===== src/rtl/load_align_pipe.sv =====
// load_align_pipe
//   Load-data aligner/extender between the data-memory read port and the
//   register-file write mux. Picks the addressed byte, half or 32-bit lane
//   out of a DATA_W-bit memory word, sign- or zero-extends it, flags
//   misaligned and illegal loads, and carries a destination tag. A main
//   output register plus one skid register give 1-cycle latency and full
//   throughput under back-pressure.
//
// Ports
//   clk         in   clock, rising edge
//   reset_n     in   asynchronous active-low reset
//   in_valid    in   load result presented
//   in_ready    out  block can accept (registered)
//   in_mode     in   000 full, 001 lb, 010 lh, 011 lbu, 100 lhu,
//                    101 lw32, 110 lwu, 111 illegal
//   in_addr_lo  in   byte offset within the memory word
//   in_data     in   raw memory word
//   in_tag      in   destination tag
//   out_valid   out  result valid
//   out_ready   in   consumer accepts
//   out_data    out  aligned, extended result (0 on error)
//   out_tag     out  tag of the result
//   out_err     out  bit0 misaligned, bit1 illegal mode
//   err_count   out  saturating count of accepted loads with an error
//   clr_count   in   synchronous clear of err_count (wins over increment)
module load_align_pipe #(
  parameter int DATA_W = 32,
  parameter int TAG_W  = 5,
  parameter int CNT_W  = 16
) (
  input  logic                          clk,
  input  logic                          reset_n,
  input  logic                          in_valid,
  output logic                          in_ready,
  input  logic [2:0]                    in_mode,
  input  logic [$clog2(DATA_W/8)-1:0]   in_addr_lo,
  input  logic [DATA_W-1:0]             in_data,
  input  logic [TAG_W-1:0]              in_tag,
  output logic                          out_valid,
  input  logic                          out_ready,
  output logic [DATA_W-1:0]             out_data,
  output logic [TAG_W-1:0]              out_tag,
  output logic [1:0]                    out_err,
  output logic [CNT_W-1:0]              err_count,
  input  logic                          clr_count
);

  localparam int OFS_W = $clog2(DATA_W/8);

  localparam logic [2:0] MODE_FULL = 3'b000;
  localparam logic [2:0] MODE_LB   = 3'b001;
  localparam logic [2:0] MODE_LH   = 3'b010;
  localparam logic [2:0] MODE_LBU  = 3'b011;
  localparam logic [2:0] MODE_LHU  = 3'b100;
  localparam logic [2:0] MODE_LW   = 3'b101;
  localparam logic [2:0] MODE_LWU  = 3'b110;

  // Lane masks; with DATA_W=32 the 32-bit mask is all ones, so lw32/lwu
  // collapse to a plain full-word pass-through.
  localparam logic [DATA_W-1:0] MASK8  = DATA_W'(8'hFF);
  localparam logic [DATA_W-1:0] MASK16 = DATA_W'(16'hFFFF);
  localparam logic [DATA_W-1:0] MASK32 = DATA_W'(32'hFFFF_FFFF);

  localparam logic [CNT_W-1:0] CNT_MAX = {CNT_W{1'b1}};

  // Keep the lane bits and fill everything above with the sign bit or zero.
  function automatic logic [DATA_W-1:0] extend(
    input logic [DATA_W-1:0] v,
    input logic [DATA_W-1:0] m,
    input logic              sign_bit,
    input logic              signed_mode
  );
    if (signed_mode && sign_bit) begin
      extend = v | ~m;
    end else begin
      extend = v & m;
    end
  endfunction

  logic [DATA_W-1:0] w_shift;
  logic [DATA_W-1:0] w_lane;
  logic              w_misalign;
  logic              w_illegal;
  logic [1:0]        w_err;
  logic [DATA_W-1:0] w_result;
  logic              w_in_fire;
  logic              w_out_fire;

  logic              r_in_ready;
  logic              r_main_valid;
  logic [DATA_W-1:0] r_main_data;
  logic [TAG_W-1:0]  r_main_tag;
  logic [1:0]        r_main_err;
  logic              r_skid_valid;
  logic [DATA_W-1:0] r_skid_data;
  logic [TAG_W-1:0]  r_skid_tag;
  logic [1:0]        r_skid_err;
  logic [CNT_W-1:0]  r_err_count;

  // Move the addressed byte to bit 0 so every lane starts at the LSB.
  assign w_shift = in_data >> {in_addr_lo, 3'b000};

  // Lane selection, extension and alignment/illegal-mode checks.
  always_comb begin
    w_lane     = {DATA_W{1'b0}};
    w_misalign = 1'b0;
    w_illegal  = 1'b0;
    case (in_mode)
      MODE_FULL: begin
        w_lane     = in_data;
        w_misalign = (in_addr_lo != {OFS_W{1'b0}});
      end
      MODE_LB:  w_lane = extend(w_shift, MASK8, w_shift[7], 1'b1);
      MODE_LBU: w_lane = extend(w_shift, MASK8, w_shift[7], 1'b0);
      MODE_LH: begin
        w_lane     = extend(w_shift, MASK16, w_shift[15], 1'b1);
        w_misalign = in_addr_lo[0];
      end
      MODE_LHU: begin
        w_lane     = extend(w_shift, MASK16, w_shift[15], 1'b0);
        w_misalign = in_addr_lo[0];
      end
      MODE_LW: begin
        w_lane     = extend(w_shift, MASK32, w_shift[31], 1'b1);
        w_misalign = (in_addr_lo[1:0] != 2'b00);
      end
      MODE_LWU: begin
        w_lane     = extend(w_shift, MASK32, w_shift[31], 1'b0);
        w_misalign = (in_addr_lo[1:0] != 2'b00);
      end
      default: w_illegal = 1'b1;
    endcase
    w_err = {w_illegal, w_misalign};
    if (w_err != 2'b00) begin
      w_result = {DATA_W{1'b0}};
    end else begin
      w_result = w_lane;
    end
  end

  assign w_in_fire  = in_valid & r_in_ready;
  assign w_out_fire = r_main_valid & out_ready;

  // Main/skid pipeline. in_ready is simply "skid will be empty", registered.
  always_ff @(posedge clk or negedge reset_n) begin
    if (!reset_n) begin
      r_in_ready   <= 1'b1;
      r_main_valid <= 1'b0;
      r_main_data  <= {DATA_W{1'b0}};
      r_main_tag   <= {TAG_W{1'b0}};
      r_main_err   <= 2'b00;
      r_skid_valid <= 1'b0;
      r_skid_data  <= {DATA_W{1'b0}};
      r_skid_tag   <= {TAG_W{1'b0}};
      r_skid_err   <= 2'b00;
    end else if (!r_main_valid || w_out_fire) begin
      // Main slot frees up: oldest pending entry (skid first) moves in.
      if (r_skid_valid) begin
        r_main_valid <= 1'b1;
        r_main_data  <= r_skid_data;
        r_main_tag   <= r_skid_tag;
        r_main_err   <= r_skid_err;
        r_skid_valid <= 1'b0;
        r_in_ready   <= 1'b1;
      end else if (w_in_fire) begin
        r_main_valid <= 1'b1;
        r_main_data  <= w_result;
        r_main_tag   <= in_tag;
        r_main_err   <= w_err;
      end else begin
        r_main_valid <= 1'b0;
      end
    end else if (w_in_fire) begin
      // Main stalled: park the new result in the skid slot and close input.
      r_skid_valid <= 1'b1;
      r_skid_data  <= w_result;
      r_skid_tag   <= in_tag;
      r_skid_err   <= w_err;
      r_in_ready   <= 1'b0;
    end else begin
      r_skid_valid <= r_skid_valid;
    end
  end

  // Saturating error counter; clear beats a same-cycle increment.
  always_ff @(posedge clk or negedge reset_n) begin
    if (!reset_n) begin
      r_err_count <= {CNT_W{1'b0}};
    end else if (clr_count) begin
      r_err_count <= {CNT_W{1'b0}};
    end else if (w_in_fire && (w_err != 2'b00) && (r_err_count != CNT_MAX)) begin
      r_err_count <= r_err_count + {{(CNT_W-1){1'b0}}, 1'b1};
    end else begin
      r_err_count <= r_err_count;
    end
  end

  assign in_ready  = r_in_ready;
  assign out_valid = r_main_valid;
  assign out_data  = r_main_data;
  assign out_tag   = r_main_tag;
  assign out_err   = r_main_err;
  assign err_count = r_err_count;

endmodule


===== config.mk =====
export PLATFORM = sky130hd
export DESIGN_NAME = load_align_pipe
export DESIGN_NICKNAME = d
export VERILOG_FILES = /design/src/rtl/load_align_pipe.sv
export SDC_FILE = /design/constraint.sdc
export NUM_CORES = 1
export LEC_CHECK = 0
export BUFFER_PORTS_ARGS = -buffer_cell sky130_fd_sc_hd__clkbuf_2
export CAP_MARGIN = 40
export CELL_PAD_IN_SITES_DETAIL_PLACEMENT = 0
export CELL_PAD_IN_SITES_GLOBAL_PLACEMENT = 1
export CORE_ASPECT_RATIO = 1.5
export CORE_UTILIZATION = 35
export CTS_BUF_LIST = sky130_fd_sc_hd__clkbuf_8
export CTS_CLUSTER_SIZE = 30
export DETAILED_ROUTE_END_ITERATION = 12
export PLACE_DENSITY_LB_ADDON = 0.1
export REMOVE_ABC_BUFFERS = 1
export SKIP_CTS_REPAIR_TIMING = 1
export SLEW_MARGIN = 0
export SYNTH_ARGS = -nofsm -noshare
export SYNTH_HDL_FRONTEND = slang
export SYNTH_SLANG_ARGS = --single-unit

===== constraint.sdc =====
create_clock -name clk -period 2.18 [get_ports clk]
set_input_delay 0.109 -clock clk [delete_from_list [all_inputs] [get_ports clk]]
set_output_delay 0.109 -clock clk [all_outputs]
set_load 0.01 [all_outputs]

* After elaboration in Yosys (flattened, before gate mapping)
Cells that the tools add are included.
Storage, ports and cells: bits of input ports 47, register bits after elaboration 97, word-level logic and storage cells 61, output and inout port bits 57
Operators by class: reductions and logical operators 17, add/sub/neg operators 1, equal/unequal tests 8, bitwise gates (word level) 3, multiplexer cells 21, shifts and indexed selects 1
Operators with widths (number):
- one-hot mux 32 bit (6 select lines) | 1
- 2-to-1 mux 32 bit | 5
- 2-to-1 mux 16 bit | 2
- right shift 32 x 5 -> 32 bit | 1
- adder 16 x 1 -> 16 bit, second input constant | 1
- != test 16 bit, second input constant | 1
- 2-to-1 mux 5 bit | 2
- nonzero test 2 bit | 5
- equality test 3 bit, second input constant | 3
- 2-to-1 mux 1 bit | 8
- OR reduction 7 bit | 1
- equality test 3 x 2 -> 1 bit, second input constant | 2
- AND reduction 2 bit | 3
- 2-to-1 mux 2 bit | 2
- OR reduction 2 bit | 2
- equality test 3 x 1 -> 1 bit, second input constant | 1
- logical NOT 3 bit | 1
- OR reduction 3 bit | 1
- bitwise AND 1 bit | 2
- logical AND 1 bit | 2
- != test 2 bit, second input constant | 1
- one-hot mux 1 bit (2 select lines) | 1
- logical NOT 1 bit | 1
- logical OR 1 bit | 1
- inverter 1 bit | 1

* Longest topological paths before layout
depth after elaboration 8, gate-level depth with buffers 9, gate-level depth less buffers 7

* Worst setup path before layout
No wires, ideal clock.
kind register to register, start point reg r_in_ready, in the netlist in_ready, end point reg r_err_count[11], in the netlist err_count[11], stages on the path, launching flop included 8, path buffers 2, clock period less this slack 2.242 ns, arrival time 2.163 ns, required time 2.102 ns, setup time 0.078 ns, slack -0.062 ns, path through dfstp_2 > and2_1 > clkbuf_1 > nand3_1 > or4b_1 > buf_2 > or4_1 > a21oi_1
Between the ends: longest elaborated chain between the ends 4
Ends and longest elaborated chain:
- from (decl) | line 89 | logic r_in_ready;
- from (signal assigned) | line 147 | r_in_ready <= 1'b1;
- from (signal assigned) | line 164 | r_in_ready <= 1'b1;
- from (signal assigned) | line 179 | r_in_ready <= 1'b0;
- bitwise AND 1 bit | line 141 | assign w_in_fire = in_valid & r_in_ready;
- logical AND 1 bit (2 in series) | line 191 | end else if (w_in_fire && (w_err != 2'b00) && (r_err_count != CNT_MAX)) begin
- nonzero test 2 bit (no line)
- to (signal assigned) | line 190 | r_err_count <= {CNT_W{1'b0}};
- to (signal assigned) | line 192 | r_err_count <= r_err_count + {{(CNT_W-1){1'b0}}, 1'b1};
- to (signal assigned) | line 194 | r_err_count <= r_err_count;
- to (decl) | line 98 | logic [CNT_W-1:0] r_err_count;
No other way between the ends. A chain may end at the register's enable or synchronous reset.

* Worst setup path after layout
start point reg r_err_count[0], in the netlist err_count[0], end point reg r_err_count[5], in the netlist err_count[5]
Between the ends: longest elaborated chain between the ends 3, elaborated cells between the ends (all ways) 6, those cells by class 1 x add/sub; 1 x eq/ne; 2 x mux; 2 x reduce/logical
Ends and longest elaborated chain:
- from (signal assigned) | line 188 | r_err_count <= {CNT_W{1'b0}};
- from (signal assigned) | line 190
- from (signal assigned) | line 192
- adder 16 x 1 -> 16 bit or != test 16 bit (tied branches) | line 192, 191
- 2-to-1 mux 16 bit or logical AND 1 bit (tied branches) | line 191
- 2-to-1 mux 16 bit or nonzero test 2 bit (tied branches)
Several ways; a longest one is shown, not always the timed one. The select of a mux whose other input is x is not followed.

==> metrics.json <==
{
  "placementRows": 52,
  "critical_path_cell_sequence": "ha_1 > and2_0 > and3_1 > a21oi_2 > nand3_4 > or4_1 > a21oi_1",
  "io_pins": 104,
  "slew_headroom_pct": 59.1,
  "hold_viol_final": 0,
  "final_cell_mix": "clkbuf_2 (102), dfrtp_1 (96), a21oi_1 (73), nand2_1 (66), o21ai_0 (61)",
  "finalWorstPathRequiredPeriod_ns": 2.05,
  "power.share.clock_pct": 35.8,
  "cts_num_sinks": 97,
  "ys_dominant_reg_cell": "dfrtp_1",
  "placed_cells_incl_taps": 815,
  "vias_in_the_first_global_route": 4639,
  "globalplace.congestion": 0.843,
  "initial_core_util_pct": 36.2,
  "crit_path_max_fanout": 8,
  "asyncSetResetFlopFracSynth_pct": 100,
  "die_x_um": 98.8,
  "grt_util_all_layers_pct": 21.8,
  "die-area_sq_mm": 0.0145,
  "share_of_layout_cells_above_drive_strength_1_pct": 25.0,
  "setup_violations": 0,
  "worst_path_max_delay_cell": "dfrtp_1",
  "synth.yosys.warnings": 0,
  "power.density_cell_area_mw_per_mm2": 554,
  "power_frac_seq_pct": 53.1,
  "clock_skew_ns": 0.00988,
  "synth_top_area_share_pct": 48.8,
  "synth.yosys.seq_area_share_pct": 49.4,
  "power.switching_fraction_pct": 26.3,
  "timing.critical_path.to_type": "register",
  "wl_met2_um": 7940,
  "worst-setup-path-type": "reg -> reg",
  "place_ws_ns": 0.0182,
  "route.detailed.vias_per_inst": 5.58,
  "antenna_found_initial": 0,
  "worst_case_vdd_ir_drop_mv": 0.308,
  "drt.antenna.violating_nets": 0,
  "cp_slowest_stage_delay_ns": 0.43,
  "synth.distinct_cells": 44,
  "dieHeight_um": 147,
  "status": "complete, no violations",
  "cp.arrival_ns": 2.34,
  "first_pass_iters": 4,
  "share_comb_of_total_power_pct": 11.1,
  "io_buffers": 103,
  "wl_met1_um": 6570,
  "instances_no_fill": 838,
  "number_of_h_tree_levels": 3,
  "antenna_cells": 0,
  "maxCapViolCount": 0,
  "synth_area_leaders": "dfrtp_1 (49%), a21oi_1 (7.5%), o21ai_0 (6.2%), nand2_1 (5.0%), nor2_1 (3.7%)",
  "cts-buffers-inserted": 9,
  "total_vias_in_the_final_route": 4672,
  "cts_tree": "yes",
  "final.setup.worst_slack_ns": 0.134,
  "clock_insertion_delay_worst_skew_ns": 0.37,
  "worst_setup_hold_path_clk_slew_ns": 0.10,
  "internal_power_uw": 2500,
  "synth_seq_cells": 97,
  "detailedPlacementHpwl_um": 10900,
  "synthDominantAreaCellType": "dfrtp_1",
  "netlist_instances": 556,
  "tightest_slew_ns": 0.611,
  "core_region_area_sq_mm": 0.0136,
  "hold_path_class": "in -> reg",
  "global_route_wire_length_before_repair_um": 24500,
  "wl_per_cell_um": 18.3,
  "p_total_uw": 3390,
  "grt_start_max_net_pins": 50,
  "cts-root-buf": "clkbuf_8",
  "route.top_layer_used": "met4",
  "finalCritPeriodShare_pct": 93.9,
  "final_net_count": 720,
  "mappedNetlistArea_sq_mm": 0.00492,
  "finish.utilization_pct": 44.9,
  "fmax_ghz": 0.489,
  "power.switching_uw": 889,
  "fin_setup_tns_ns": 0,
  "grt_overflow": 0,
  "finalWirelength_um": 15400,
  "met3_routed_wl_um": 580,
  "detailedRoute.firstIterationViolations": 200,
  "drt_drc_violations_left": 0,
  "synth-edff-count": 0,
  "finalMaxSlewViolations": 0,
  "mean_syn_cell_area_sq_um": 8.85,
  "area_growth_pct": 24.1,
  "layout.cells.most_common": "clkbuf_2",
  "required_ns": 2.48,
  "p_leak_uw": 0.00292,
  "clock_tree.buffer_depth": 2,
  "startpoint_type": "register"
}
-- synth_stat cells (2+ instances only) --
cell and instances:
dfrtp_1 96, a21oi_1 74, nand2_1 66, o21ai_0 61, nor2_1 49, clkbuf_1 34
o22ai_1 21, mux2i_1 16, and3_1 15, a221oi_1 13, nand3_1 11, a22o_1 9
nand2b_1 8, nor3_1 8, or3_1 7, mux2_2 6, nand4_1 6, buf_2 5
inv_1 5, a22oi_1 4, nor2b_1 4, or4_1 4, xor2_1 4, buf_1 3
nor4b_1 3, o21ai_1 3, o31ai_1 3, and2_1 2
-- flip-flops by register name, indices dropped and copies added (netlist names) --
register	flops
out_data	32
r_skid_valid	1
out_tag	5
out_err	2
out_valid	1
r_skid_err	2
r_skid_data	32
err_count	16
r_skid_tag	5
in_ready	1
-- cells by family after synthesis --
logic type / after synthesis / share of synthesized area [%]
AOI/OAI and AO/OA: 195 / 23.1
xor gates and xnor gates: 5 / 0.890
adders and majority gates: 1 / 0.254
buffers and inverters: 48 / 3.79
DFF: 97 / 49.4
muxes: 23 / 4.86
and+or+nand+nor: 187 / 17.8
-- cell type report --
class | count | area [sq um]
well taps | 162 | 203
clock inverters | 5 | 57.6
flip-flops and latches | 97 | 2430
clock buffers | 10 | 138
fillers | 1400 | 7490
multi-input cells | 411 | 2340
repair buffers | 147 | 918
inverters | 6 | 22.5
-- path summary, 6_finish.rpt --
path	from	to	slack, ns	cells after the start
max	err_count[0]$_DFFE_PN0P_	err_count[5]$_DFFE_PN0P_	0.13	7
min reg2reg	out_err[0]$_DFFE_PN0P_	out_err[0]$_DFFE_PN0P_	0.48	2
max reg2reg	err_count[0]$_DFFE_PN0P_	err_count[5]$_DFFE_PN0P_	0.13	7
max in group asynchronous	reset_n	r_skid_data[1]$_DFFE_PN0P_	1.24	3
min	in_data[30]	r_skid_data[30]$_DFFE_PN0P_	0.1	3
min in group asynchronous	reset_n	err_count[3]$_DFFE_PN0P_	0.19	2
-- metal layers --
layer | global-route usage, % | vias up
met5 | 0 | -
met4 | 7.24 | 0
met3 | 3.47 | 18
met2 | 39.1 | 112
met1 | 26.3 | 2303
li1 | - | 2239
-- worst max-delay path: cells and delay by family, from the launching register on --
family | cells | cell delay, ns
AOI/OAI and AO/OA | 2 | 0.39
adders and majority gates | 1 | 0.23
DFF | 1 | 0.43
and+or+nand+nor | 4 | 0.92
-- per-stage QoR --
| step | hold slack (ns) | instance area, sq um |
|---|---|---|
| after global placement | 0.0590 | 5770 |
| after floorplan | -0.187 | 4760 |
| after CTS | -0.347 | 6010 |
| after global routing | 0.106 | 6110 |
| after detailed placement | 0.0655 | 5810 |
| final | 0.0968 | 6110 |
-- power groups by stage --
| stage | combinational [uW] | sequential (uW) | clock [uW] |
|---|---|---|---|
| final | 374 | 1800 | 1210 |
| after global routing | 415 | 1800 | 1300 |
| after CTS | 368 | 1800 | 1250 |
| after detailed placement | 367 | 1830 | 0 |
| after global placement | 362 | 1830 | 0 |
| after floorplan | 157 | 1830 | 0 |
No activity file was read; power rests on OpenSTA's default activity.
